--- config.mk ---
export PLATFORM = sky130hd
export DESIGN_NAME = branch_issue_queue
export DESIGN_NICKNAME = d
export VERILOG_FILES = /design/src/rtl/branch_issue_queue.sv
export SDC_FILE = /design/constraint.sdc
export NUM_CORES = 1
export LEC_CHECK = 0
export BUFFER_PORTS_ARGS = -buffer_cell sky130_fd_sc_hd__clkbuf_2
export CAP_MARGIN = 30
export CORE_ASPECT_RATIO = 0.7
export CORE_MARGIN = 8
export CORE_UTILIZATION = 45
export CTS_CLUSTER_SIZE = 24
export DETAILED_ROUTE_END_ITERATION = 10
export PLACE_DENSITY = 0.73
export SYNTH_ARGS = -nofsm -noshare
export SYNTH_HDL_FRONTEND = slang
export SYNTH_SLANG_ARGS = --single-unit
--- constraint.sdc ---
create_clock -name clk -period 5.4 [get_ports clk]
set_clock_uncertainty 0.15 [all_clocks]
set_input_delay 1.08 -clock clk [delete_from_list [all_inputs] [get_ports clk]]
set_output_delay 1.08 -clock clk [all_outputs]
set_load 0.005 [all_outputs]
--- src/rtl/branch_issue_queue.sv ---
// branch_issue_queue
// Reservation station and issue scheduler in front of the branch unit.
// Holds dispatched branch ops in a collapsing queue (slot 0 = oldest).
// Each op waits until both its target (vt) and condition (va) operands are
// resolved. Operands are captured by snooping the CDB. At most one op issues
// per cycle, and the oldest ready op is chosen.
//
// Optional feature: define BRANCH_ISSUE_BYPASS_EN to let a fully ready
// dispatch go straight to the issue registers. This bypass is used only when
// no stored entry is selected that cycle, and the bypassed op never occupies
// a slot.

module branch_issue_queue #(
  parameter int DEPTH = 4,
  parameter int WIDTH = 16
) (
  input  logic                     clk,
  input  logic                     reset,
  input  logic                     dispatch_valid,
  input  logic [3:0]               dispatch_opcode,
  input  logic [3:0]               dispatch_rob_index,
  input  logic                     dispatch_vt_ready,
  input  logic [WIDTH-1:0]         dispatch_vt,
  input  logic                     dispatch_va_ready,
  input  logic [WIDTH-1:0]         dispatch_va,
  output logic                     full,
  output logic [$clog2(DEPTH):0]   count,
  input  logic                     cdb_valid,
  input  logic [3:0]               cdb_rob_index,
  input  logic [WIDTH-1:0]         cdb_value,
  input  logic                     flush,
  output logic                     issue_valid,
  output logic [3:0]               issue_opcode,
  output logic [3:0]               issue_rob_index,
  output logic [WIDTH-1:0]         issue_vt,
  output logic [WIDTH-1:0]         issue_va
);

  localparam int CW = $clog2(DEPTH) + 1;
  localparam int IW = $clog2(DEPTH);

  typedef struct packed {
    logic [3:0]       opcode;
    logic [3:0]       rob_index;
    logic [WIDTH-1:0] vt;
    logic             vt_rdy;
    logic [WIDTH-1:0] va;
    logic             va_rdy;
  } entry_t;

  entry_t q      [DEPTH];
  entry_t woken  [DEPTH];
  entry_t q_nxt  [DEPTH];
  entry_t disp_e;

  logic [DEPTH-1:0] slot_valid;
  logic [DEPTH-1:0] slot_ready;
  logic             sel_found;
  logic [IW-1:0]    sel_idx;
  logic             accept;
  logic             bypass;
  logic             store;
  logic [CW-1:0]    wr_idx;
  logic [CW-1:0]    count_nxt;
  logic             disp_vt_hit;
  logic             disp_va_hit;

  assign full = (count == CW'(DEPTH));

  // Occupancy and readiness of every slot, taken from registered state only.
  // This is why a wakeup becomes visible to select one cycle later.
  always_comb begin
    for (int i = 0; i < DEPTH; i++) begin
      slot_valid[i] = (CW'(i) < count);
      slot_ready[i] = slot_valid[i] && q[i].vt_rdy && q[i].va_rdy;
    end
  end

  // Oldest-ready select: scan from the top down, so the lowest ready slot is the last one written.
  always_comb begin
    sel_found = 1'b0;
    sel_idx   = '0;
    for (int i = DEPTH - 1; i >= 0; i--) begin
      if (slot_ready[i]) begin
        sel_found = 1'b1;
        sel_idx   = IW'(i);
      end
    end
  end

  // CDB wakeup: a waiting operand whose tag matches the broadcast captures the broadcast value.
  always_comb begin
    for (int i = 0; i < DEPTH; i++) begin
      woken[i] = q[i];
      if (cdb_valid && slot_valid[i]) begin
        if (!q[i].vt_rdy && (q[i].vt[3:0] == cdb_rob_index)) begin
          woken[i].vt     = cdb_value;
          woken[i].vt_rdy = 1'b1;
        end
        if (!q[i].va_rdy && (q[i].va[3:0] == cdb_rob_index)) begin
          woken[i].va     = cdb_value;
          woken[i].va_rdy = 1'b1;
        end
      end
    end
  end

  // Build the incoming entry. Operands still waiting also snoop the CDB, so a same-cycle broadcast is not missed.
  always_comb begin
    disp_vt_hit      = !dispatch_vt_ready && cdb_valid && (dispatch_vt[3:0] == cdb_rob_index);
    disp_va_hit      = !dispatch_va_ready && cdb_valid && (dispatch_va[3:0] == cdb_rob_index);
    disp_e.opcode    = dispatch_opcode;
    disp_e.rob_index = dispatch_rob_index;
    disp_e.vt        = disp_vt_hit ? cdb_value : dispatch_vt;
    disp_e.vt_rdy    = dispatch_vt_ready || disp_vt_hit;
    disp_e.va        = disp_va_hit ? cdb_value : dispatch_va;
    disp_e.va_rdy    = dispatch_va_ready || disp_va_hit;
  end

  // Full is judged on the cycle-start count, so a slot freed by this cycle's issue cannot be reused in the same cycle.
  assign accept = dispatch_valid && !full;

`ifdef BRANCH_ISSUE_BYPASS_EN
  assign bypass = accept && disp_e.vt_rdy && disp_e.va_rdy && !sel_found;
`else
  assign bypass = 1'b0;
`endif

  assign store     = accept && !bypass;
  assign wr_idx    = count - CW'(sel_found);
  assign count_nxt = count + CW'(store) - CW'(sel_found);

  // Next queue image: compact over the issued slot, then append the new entry just past the survivors.
  always_comb begin
    for (int j = 0; j < DEPTH; j++) begin
      q_nxt[j] = woken[j];
    end
    if (sel_found) begin
      for (int j = 0; j < DEPTH - 1; j++) begin
        if (IW'(j) >= sel_idx) begin
          q_nxt[j] = woken[j + 1];
        end
      end
    end
    for (int j = 0; j < DEPTH; j++) begin
      if (store && (CW'(j) == wr_idx)) begin
        q_nxt[j] = disp_e;
      end
    end
  end

  // State update. Flush only empties the queue and drops the issue strobe;
  // the issue data registers keep their values until reset.
  always_ff @(posedge clk) begin
    if (reset) begin
      count           <= '0;
      issue_valid     <= 1'b0;
      issue_opcode    <= '0;
      issue_rob_index <= '0;
      issue_vt        <= '0;
      issue_va        <= '0;
      for (int i = 0; i < DEPTH; i++) begin
        q[i] <= '0;
      end
    end else if (flush) begin
      count       <= '0;
      issue_valid <= 1'b0;
    end else begin
      count       <= count_nxt;
      issue_valid <= sel_found || bypass;
      for (int i = 0; i < DEPTH; i++) begin
        q[i] <= q_nxt[i];
      end
      if (sel_found) begin
        issue_opcode    <= q[sel_idx].opcode;
        issue_rob_index <= q[sel_idx].rob_index;
        issue_vt        <= q[sel_idx].vt;
        issue_va        <= q[sel_idx].va;
      end else if (bypass) begin
        issue_opcode    <= disp_e.opcode;
        issue_rob_index <= disp_e.rob_index;
        issue_vt        <= disp_e.vt;
        issue_va        <= disp_e.va;
      end
    end
  end

endmodule

Word level (Yosys, flattened, before mapping)
Memory sizes are Yosys's and may differ from the RTL's. A register that Yosys moved wholly into a read port is not among the register bits.
Cells that the tools add are included.
Widths: inputs -> output; s select.
- output and inout bits: 45
- word-level logic and storage cells: 116
- register bits: 4
- RAM bits: 168
- memories kept: 1
- input bits: 67
- memories (memory ; words ; width ; rd ports ; clocked after memory_dff ; wr ports ; line ; text):
    q ; 4 ; 42 ; 5 ; 1 ; 4 ; 51 ; entry_t q [DEPTH];
- bitwise logic cells: 5
- add/subtract/negate cells: 3
- $lt $le $gt $ge: 7
- eq/ne operators: 14
- reductions and logical operators: 45
- mux-type cells: 39
- operators by type and width (kind ; count):
    $mux 42 ; 11
    $mux 17 ; 8
    $mux 34 ; 4
    $mux 126 ; 1
    $eq 4x4->1 ; 10
    $mux 16 ; 2
    $logic_and 1x1->1 ; 29
    $logic_not 1->1 ; 11
    $mux 1 ; 9
    $mux 2 ; 4
    $eq 2x3->1 const A ; 2
    $lt 1x3->1 const A ; 2
    $lt 2x3->1 const A ; 2
    $sub 3x1->3 ; 2
    $ge 1x2->1 const A ; 2
    $or 1x1->1 ; 4
    $add 3x1->3 ; 1
    $eq 1x3->1 const A ; 1
    $eq 3x3->1 const B ; 1
    $logic_not 3->1 ; 1
    $ge 2x2->1 const A ; 1
    $logic_or 1x1->1 ; 2
    $reduce_and 2->1 ; 1
    $reduce_or 2->1 ; 1
    $not 1->1 ; 1

Depth between registers and ports, before layout
- word-level depth: 12
- gate-level depth with buffers: 14
- gate-level depth less buffers: 13

Worst setup path after synthesis
OpenSTA, ideal clock, no wires.
- path type: in2reg
- from: in flush
- to: mem q[0][0] (netlist name) (enable)
- path slack: 0.941 ns
- stages on the path: 3
- required time: 4.761 ns
- library setup time: 0.489 ns
- arrival: 3.820 ns
- path buffers: 0
- cells stage by stage: inv_1 > nor2_1 > inv_1
- RTL lines (item ; line ; text):
    start, declared ; 31 ; input logic flush,
    end, declared ; 51 ;

==> parameters.txt <==
Parameter                              Value

Place
  RD Place Congestion ... ~0.90
  Number of buffers inserted by port buffering ... 111
  Placement Cell Area ... 13100 um2
  Placed wire-length estimate after detailed placement ... 27000 um
  Worst Setup Slack post-DPL ... 853 ps

Timing
  Final Hold Viols ... 0
  Relative slew margins ... 30.9%
  Max-slew violations ... 0
  Final worst setup slack ... 803 ps
  Clock period minus worst slack ... 4600 ps
  Part of the cycle the worst path needs ... 85.1%
  Final-layout setup total negative slack ... 0 ps
  Transition time of the tightest slew-check pin ... 1040 ps
  Highest achievable clock rate ... 218 MHz
  Setup repair after global routing missed its margin ... no
  Total setup violations reported at the end of the flow ... 0

Clock tree
  Maximum buffer depth of the clock tree ... 3
  Buffer cell driving the clock tree root ... clkbuf_16
  Number of CTS-inserted buffers ... 22
  Post-CTS sizing ... 0
  CTS H-tree depth ... 1
  Clock Sinks ... 212
  Hold buffers post-CTS ... 0
  TritonCTS clock tree ... built
  Number of buffers inserted by post-CTS setup repair ... 0
  Worst skew pair latency ... 540 ps
  Clock-pin transition on the worst setup and hold timing paths ... 60 ps

Detailed routing
  Number of violations reported at the end of detailed-routing iteration 0 ... 1618
  Overall routed net length ... 42700 um
  Routed met1 length ... between 15000 and 20000 um
  Number of DRC violations after detailed routing ... 0
  Met3 WL ... between 6000 and 7000 um
  Vias per inst ... roughly 6.8
  Routed len/inst ... 26.4 um
  Top metal layer carrying routed signals ... met5
  Via count ... 10900
  Met2 wire len ... 17800 um
  Final antenna-violating net count ... 0
  Pre-Repair DR Iteration Count ... 6

Worst hold path
  Hold path start ... issue_vt[15]$_SDFFE_PP0P_
  Worst min-delay path category ... flop to flop

Critical path
  Kind of critical path ... flop to flop
  Most repeated library cell on the critical path ... ha_1
  Capture point of the critical path ... q[1][39]$_SDFFCE_PN0P_
  CP required ... 5400 ps
  Slowest cell on crit path ... a21oi_1
  Capture instance of the worst register-to-register path ... q[1][39]$_SDFFCE_PN0P_
  Reg2reg setup slack ... between 800 and 900 ps
  Crit path launch type ... flop
  Critical path peak fanout ... 35
  Start point of the critical path ... count[2]$_SDFF_PN0_
  Crit path capture type ... flop
  Number of cells on the worst reg-to-reg path ... 12
  Stages on worst setup path ... 12
  CP arrival ... 4600 ps
  Maximum cell stage delay along the critical path ... 810 ps
  Worst path top cell family by delay ... compound AO/OA/AOI/OAI gates
  Worst reg2reg startpoint ... count[2]$_SDFF_PN0_
  Critical Path, Cell by Cell ... inv_1 > ha_1 > nand2b_1 > a21oi_4 > nand3_1 > ha_1 > ha_1 > or2_1 > a211oi_4 > nor2_2 > buf_4 > a21oi_1
  Buffers plus inverters on the worst setup path ... 2

Synthesis
  Post-synthesis instance total ... approximately 1200
  #FFs+latches synth ... 212
  Share of flip-flops with an asynchronous set or reset ... 0%
  Sequential cell area fraction in the yosys report ... 47.7%
  Top flip-flop cell by instance count after synthesis ... edfxtp_1
  Number of synthesized flops with an enable pin ... 168
  Syn Nets ... 1255
  Cell area after technology mapping ... ~12000 um2
  Mean cell area of the mapped netlist ... 10.5 um2
  Number of synthesis warnings ... 0
  Number of distinct library cells after synthesis ... 70

Floorplanning
  CORE AREA ... 27400 um2
  Number of cell rows ... 51
  Starting density of the core ... 45.2%
  Ports ... 112
  Die Y-Extent ... 155 um
  Area of the die ... ~33000 um2
  Horizontal die dimension ... 215 um

Power
  Power per cell area ... between 200 and 300 nW/um2
  Clock Power Share ... 39.0%
  Combinational group share of total power ... 10.9%
  Part of the total power dissipated in sequential elements ... 50.1%
  Power dissipated by switching net loads ... 1020 uW
  Worst vdd ir ... 0.199 mV
  Internal power component ... 2870 uW
  Net switching share of the total power ... 26.3%
  Leakage ... ~0.0057 uW

Layout
  Layout overhead on the synthesized area ... 11.4%
  Fraction of final layout cells sized beyond drive strength 1 ... 15.8%
  Number of antenna diodes ... 0
  Final #Nets ... 1306
  Final cell utilization of the core ... roughly half
  Post-route cell area ... 13800 um2

Global routing
  Total overflow reported by the global router ... 0
  Total Routing Usage GR ... ~24%
  Wire length of the first global-routing pass ... 64700 um
  Via count of the first global-routing pass ... 10700
  Maximum number of pins on one net before global-route repair ... 71
  Number of antenna violations at the first check in global routing ... 2

Job
  # Max-Cap Violations ... 0

Status
  Status ... finished, final reports clean
## sequential cells by signal (all words and copies together), names as in the netlist
register         cells
issue_va            16
issue_valid          1
issue_vt            16
issue_opcode         4
issue_rob_index      4
count                3
q                  168
## power by group through the flow
stage          sequential [uW]  clock (uW)  combinational, uW
2_1_floorplan             1950           0                277
3_3_place_gp              1970           0                401
3_5_place_dp              1980           0                409
4_1_cts                   1940        1520                412
5_1_grt                   1960        1580                453
6_report                  1950        1520                422
## routing by layer
layer	track usage (%)	vias to the layer above
li1	-	4755
met1	34.7	5242
met2	35.6	830
met3	7.76	98
met4	6.12	4
met5	0	-
## cell usage after synthesis (13+ instances only)
master      n  share of area [%]
nand2_1    83                2.5
dfxtp_1    44                7.1
nor2_1     96                2.9
inv_1      17               0.51
clkbuf_1   60                1.8
nor2b_1    16               0.81
nand3_1    28                1.1
o221ai_1   67                4.7
edfxtp_1  168                 41
and2_1     16               0.81
buf_2      25                1.0
or3_1      16               0.81
a21oi_1    30                1.2
o32ai_1    47                3.3
buf_4      15               0.91
o21ai_0    13               0.52
o311ai_0   16                1.1
o22ai_1   123                6.2
mux2i_1   142                 11
xnor2_1    28                2.0
## cell usage in the layout (no fill, tap or decap), types with 5 or more instances in the layout
cell,count
clkbuf_16,22
mux2i_1,142
o311ai_0,16
a21oi_1,29
dfxtp_1,44
or2_2,8
ha_1,6
or3_1,16
buf_4,22
nor2b_1,16
o22ai_1,123
o21ai_0,13
o221ai_1,67
clkbuf_1,9
and2_1,16
nand3_1,28
nor2_1,94
xnor2_1,28
nand2_1,83
a22oi_1,8
nand2b_1,7
o32ai_1,47
edfxtp_1,168
o21ai_1,11
o31ai_1,5
nor3_1,8
xor2_1,9
inv_1,16
clkbuf_2,111
## cell families after synthesis
| group | Yosys count | share of synthesized area, % |
|---|---|---|
| buffers and inverters | 125 | 4.68 |
| adder cells (fa/ha/maj) | 7 | 0.766 |
| AND/OR/NAND/NOR | 303 | 11.8 |
| flip-flops | 212 | 47.7 |
| XOR/XNOR | 37 | 2.61 |
| multiplexers | 144 | 11.7 |
| AO/OA/AOI/OAI | 353 | 20.7 |
## tightest hold or removal path, delay by kind of cell, from the launching register on
kind            cells  cell delay (ps)
compound gates      1               50
simple gates        1               50
flops               1              320
## metrics by stage
stage          total power (uW)  cells  hold slack [ps]
2_1_floorplan              2230   1181              307
3_3_place_gp               2380   1578              295
3_5_place_dp               2390   1579              299
4_1_cts                    3880   1618              315
5_1_grt                    3990   1618              339
6_report                   3890   1618              310
## area by class of cell
class / instances / area, um2
multi-input cells: 844 / 5940
flip-flops and latches: 212 / 5930
well taps: 371 / 464
clock inverters: 8 / 97.6
fillers: 2533 / 13600
repair buffers: 135 / 756
inverters: 17 / 66.3
clock buffers: 31 / 584
## worst min-delay path by stage
stage                                            to  cells after the start  slack, ps
floorplan              issue_opcode[0]$_SDFFE_PP0P_                      2        310
global placement    issue_rob_index[3]$_SDFFE_PP0P_                      2        300
detailed placement  issue_rob_index[1]$_SDFFE_PP0P_                      2        300
CTS                 issue_rob_index[1]$_SDFFE_PP0P_                      2        310
global route               issue_vt[9]$_SDFFE_PP0P_                      2        340
finish                    issue_vt[15]$_SDFFE_PP0P_                      2        310
No activity file was read; power rests on OpenSTA's default activity.
